==> src/rtl/note_tick_gen.sv <==
// Beat generator for the rhythm game: turns the difficulty period into a one-cycle
// tick while in play mode, counts beats up to the song length, then waits in DONE.
module note_tick_gen #(
    parameter logic [2:0] PLAY_MODE      = 3'd2,
    parameter int         DEFAULT_PERIOD = 5000000,
    parameter int         MIN_PERIOD     = 2,
    parameter int         SONG_LEN       = 64,
    parameter int         BEAT_W         = 6
) (
    input  logic              clk,
    input  logic              n_rst,
    input  logic [2:0]        mode,
    input  logic [22:0]       diff_speed,
    input  logic              pause,
    output logic              tick,
    output logic [BEAT_W-1:0] beat,
    output logic              running,
    output logic              song_done
);

    localparam logic [1:0] IDLE = 2'd0;
    localparam logic [1:0] RUN  = 2'd1;
    localparam logic [1:0] DONE = 2'd2;

    localparam logic [22:0]       DEF_PERIOD = 23'(DEFAULT_PERIOD);
    localparam logic [22:0]       MIN_P      = 23'(MIN_PERIOD);
    localparam logic [BEAT_W-1:0] LAST_BEAT  = BEAT_W'(SONG_LEN - 1);

    logic [1:0]  state;
    logic [22:0] cnt;
    logic [22:0] cur_period;
    logic [22:0] clamped_speed;
    logic        in_play;
    logic        period_end;

    // The period is only ever sampled through this clamp, so a zero or one request
    // can never stall the counter or make it wrap.
    assign clamped_speed = (diff_speed < MIN_P) ? MIN_P : diff_speed;
    assign in_play       = (mode == PLAY_MODE);
    assign period_end    = (cnt == cur_period - 23'd1);

    assign tick      = (state == RUN) && in_play && !pause && period_end;
    assign running   = (state == RUN);
    assign song_done = (state == DONE);

    always_ff @(posedge clk or negedge n_rst) begin
        if (!n_rst) begin
            state      <= IDLE;
            cnt        <= '0;
            beat       <= '0;
            cur_period <= DEF_PERIOD;
        end else begin
            case (state)
                RUN: begin
                    // Leaving play mode wins over both pause and a pending tick.
                    if (!in_play) begin
                        state <= IDLE;
                        cnt   <= '0;
                        beat  <= '0;
                    end else if (!pause) begin
                        if (period_end) begin
                            cnt        <= '0;
                            cur_period <= clamped_speed;
                            if (beat == LAST_BEAT) begin
                                state <= DONE;
                            end else begin
                                beat <= beat + BEAT_W'(1);
                            end
                        end else begin
                            cnt <= cnt + 23'd1;
                        end
                    end
                end
                DONE: begin
                    if (!in_play) begin
                        state <= IDLE;
                        cnt   <= '0;
                        beat  <= '0;
                    end
                end
                default: begin
                    cnt  <= '0;
                    beat <= '0;
                    if (in_play) begin
                        state      <= RUN;
                        cur_period <= clamped_speed;
                    end else begin
                        state <= IDLE;
                    end
                end
            endcase
        end
    end

endmodule

==> config.mk <==
export PLATFORM = sky130hd
export DESIGN_NAME = note_tick_gen
export DESIGN_NICKNAME = d
export VERILOG_FILES = /design/src/rtl/note_tick_gen.sv
export SDC_FILE = /design/constraint.sdc
export NUM_CORES = 1
export LEC_CHECK = 0
export ABC_AREA = 1
export CORE_ASPECT_RATIO = 0.8
export CORE_MARGIN = 2
export CORE_UTILIZATION = 63
export DETAILED_ROUTE_END_ITERATION = 16
export GPL_ROUTABILITY_DRIVEN = 1
export PLACE_DENSITY = 0.87
export SETUP_SLACK_MARGIN = 0.1
export SLEW_MARGIN = 5
export SYNTH_ARGS = -nofsm -noshare
export SYNTH_HDL_FRONTEND = slang
export SYNTH_SLANG_ARGS = --single-unit
==> constraint.sdc <==
create_clock -name clk -period 4.2 [get_ports clk]
set_input_delay 0.42 -clock clk [delete_from_list [all_inputs] [get_ports clk]]
set_output_delay 0.42 -clock clk [all_outputs]
set_load 0.03 [all_outputs]
==> impl_metrics.json <==
{
  "fp.dieW_um": 93.35,
  "cts_tree": "done",
  "path_buf_inv": 3,
  "finClkSkew_ns": 0.01215,
  "grt_pass1_wl_um": 16620,
  "reg2reg_from": "cur_period[0]$_DFFE_PN0P_",
  "routedWlPerCell_um": 14.31,
  "arrival_ns": 3.03,
  "clkSinkCount": 54,
  "p_per_area_mw_per_mm2": 321.5,
  "hold_buffers": 0,
  "remaining_drc_errors": 0,
  "clkPwrFrac": 0.241,
  "setup_viol": 0,
  "crit_type": "reg -> out",
  "endpoint_kind": "output port",
  "p_leak_nw": 2.121,
  "cp_cell_sequence": "inv_1 -> ha_1 -> nand2_2 -> nor2_4 -> nand3_1 -> nand2_1 -> nand2_1 -> inv_1 -> nand2_1 -> nor4_1 -> nor3b_1 -> clkdlybuf4s50_1",
  "syn_avg_cell_area_um2": 6.938,
  "p_int_mw": 0.9279,
  "die_height_um": 75.48,
  "core_mm2": 0.006279,
  "ant_nets": 0,
  "post_cts_buffers": 0,
  "synth.top_cell.area_share": 0.2861,
  "crit_top_cell": "nand2_1",
  "rsz0062_at_grt": "no",
  "drive_gt1_frac": 0.09268,
  "yosys-top-cells-area": "dfrtp_1 29%, nand2_1 15%, inv_1 8.0%",
  "num_rows": 26,
  "fin_crit_ns": 3.447,
  "worstSetupStartpoint": "cur_period[0]$_DFFE_PN0P_",
  "combPwrFrac": 0.318,
  "clockBufferDepth": 2,
  "critPathSlowestCell": "clkdlybuf4s50_1",
  "finalPower_mw": 1.458,
  "overflow": 0,
  "swShare": 0.3637,
  "vdd_drop_max_mv": 0.3522,
  "numCtsBuffers": 5,
  "final_max_slew_viol_count": 0,
  "r2r-end": "beat[5]$_DFFE_PN0P_",
  "insertion_delay_ns": 0.31,
  "synthCells": 580,
  "synth_area_leader_cell": "dfrtp_1",
  "status": "finished, final reports clean",
  "seq_area_mm2": 0.001361,
  "syn_nets": 614,
  "nNetsFinal": 648,
  "seqPwrFrac": 0.440,
  "path_max_fanout": 9,
  "critPathCapture": "tick",
  "fin_setup_tns_ns": 0,
  "drv_cap": 0,
  "area_growth_pct": 12.72,
  "netlist_area_mm2": 0.004024,
  "max_stage_delay_ns": 0.71,
  "viasPerCell": 5.558,
  "fillerInstances": 524,
  "reg2reg_depth": 17,
  "routed_wl_um": 10000,
  "antenna_found_initial": 0,
  "yosysWarningCount": 0,
  "cts_htree_levels": 2,
  "port_buffers": 37,
  "synth_seq_area_share": 0.3383,
  "relSlewSlack": 0.5322,
  "crit_family": "simple AND/OR/NAND/NOR gates",
  "timing.fmax_mhz": 290.1,
  "cts_root_buf": "clkbuf_8",
  "grt_use_total": 0.2955,
  "synth_cell_types": 33,
  "vias": 3885,
  "startpoint_type": "flop",
  "cp.depth": 12,
  "place_congestion": 0.9367,
  "ys_seq_elements": 54,
  "drt_iter0_markers": 336,
  "cts_resized": 0,
  "power.switching_mw": 0.5303,
  "cp.required_ns": 3.78,
  "die-area_mm2": 0.007046,
  "num_io_pins": 38,
  "worstMarginPinSlew_ns": 0.7017,
  "initial_core_util": 0.6409,
  "path_clk_slew_ns": 0.10,
  "grt_max_degree": 55,
  "multi_input_area_mm2": 0.002256,
  "hp-class": "in -> async",
  "fin_crit_sh": 0.8206,
  "dp_hpwl_um": 7640,
  "grt_pass1_vias": 3622,
  "hold_viol": 0,
  "num_antenna_cells": 0,
  "reg2reg_slack_ns": 1.49,
  "drtPass1Iterations": 6
}
layout make-up:
| class | count | area share |
|---|---|---|
| Clock buffer | 7 | 0.01683 |
| Clock inverter | 1 | 0.006621 |
| Inverter | 87 | 0.07200 |
| Multi-Input combinational cell | 427 | 0.4974 |
| Sequential cell | 54 | 0.3001 |
| Tap cell | 84 | 0.02317 |
| Timing Repair Buffer | 39 | 0.08386 |
worst min-delay path by stage:
stage | slack [ns] | startpoint | end
after floorplan | 0.12 | n_rst | beat[0]$_DFFE_PN0P_
after global placement | 0.48 | cur_period[22]$_DFFE_PN1P_ | cur_period[22]$_DFFE_PN1P_
after detailed placement | 0.48 | cur_period[22]$_DFFE_PN1P_ | cur_period[22]$_DFFE_PN1P_
after CTS | 0.27 | n_rst | cur_period[17]$_DFFE_PN0P_
after global routing | 0.29 | n_rst | cur_period[17]$_DFFE_PN0P_
final | 0.21 | n_rst | cur_period[16]$_DFFE_PN0P_
power by group through the flow:
stage	sequential, mW	clock [mW]	combinational, mW
floorplan	0.634	0	0.345
global placement	0.649	0	0.435
detailed placement	0.650	0	0.454
CTS	0.641	0.355	0.457
global route	0.649	0.375	0.525
finish	0.642	0.352	0.464
state kept, by name, summed over array words and instances, names as in the netlist:
register / count
beat: 6
state: 2
cur_period: 23
cnt: 23
layer usage:
layer | part of all wire | track usage | up-vias
met2 | 0.48 | 0.5084 | 133
met5 | 0 | 0 | -
met4 | 0.015 | 0.07190 | 0
met3 | 0.048 | 0.04352 | 17
met1 | 0.45 | 0.4014 | 1820
li1 | - | - | 1915
synth_stat cells, drive strengths merged:
| cell type | instances |
|---|---|
| ha | 5 |
| nor4 | 5 |
| dfrtp | 46 |
| a21oi | 18 |
| nand3b | 3 |
| buf | 6 |
| dfstp | 8 |
| nand3 | 37 |
| or2 | 3 |
| xnor2 | 15 |
| nand4 | 31 |
| clkinv | 1 |
| xor2 | 24 |
| inv | 86 |
| o22ai | 3 |
| nand2 | 172 |
| a211oi | 2 |
| nor3 | 10 |
| o21bai | 1 |
| o2111ai | 1 |
| nor2 | 65 |
| clkbuf | 6 |
| nor3b | 3 |
| o211ai | 1 |
| o21ai | 26 |
| a21boi | 2 |
cell families after synthesis:
family | after synthesis | share of synthesized area
AO/OA/AOI/OAI | 54 | 0.08955
XOR/XNOR | 39 | 0.08489
adder cells (fa/ha/maj) | 5 | 0.01555
buffers and inverters | 99 | 0.1011
flip-flops | 54 | 0.3383
AND/OR/NAND/NOR | 329 | 0.3706
through the flow:
stage	instance area [µm²]	instances	setup slack (ns)	hold slack, ns	util
2_1_floorplan	4024	580	1.347	0.1244	-
3_3_place_gp	4429	691	0.8956	0.4779	0.7055
3_5_place_dp	4429	691	0.7925	0.4840	0.7055
4_1_cts	4536	699	0.7682	0.2677	0.7224
5_1_grt	4536	699	0.5268	0.2856	0.7224
6_report	4536	699	0.7534	0.2100	0.7224
cells in the final DEF, fill, tap and decap left out, drive strengths merged:
cell	count
nand2	172
inv	86
nor2	65
dfrtp	46
nand3	37
clkdlybuf4s50	36
nand4	31
o21ai	26
xor2	24
a21oi	18
xnor2	15
nor3	10
dfstp	8
clkbuf	7
nor4	5
ha	5
or2	3
nand3b	3
nor3b	3
o22ai	3
buf	3
a211oi	2
a21boi	2
o21bai	1
o2111ai	1
o211ai	1
clkinv	1
bufinv	1
Note: power is estimated with default switching activity, not from simulation.
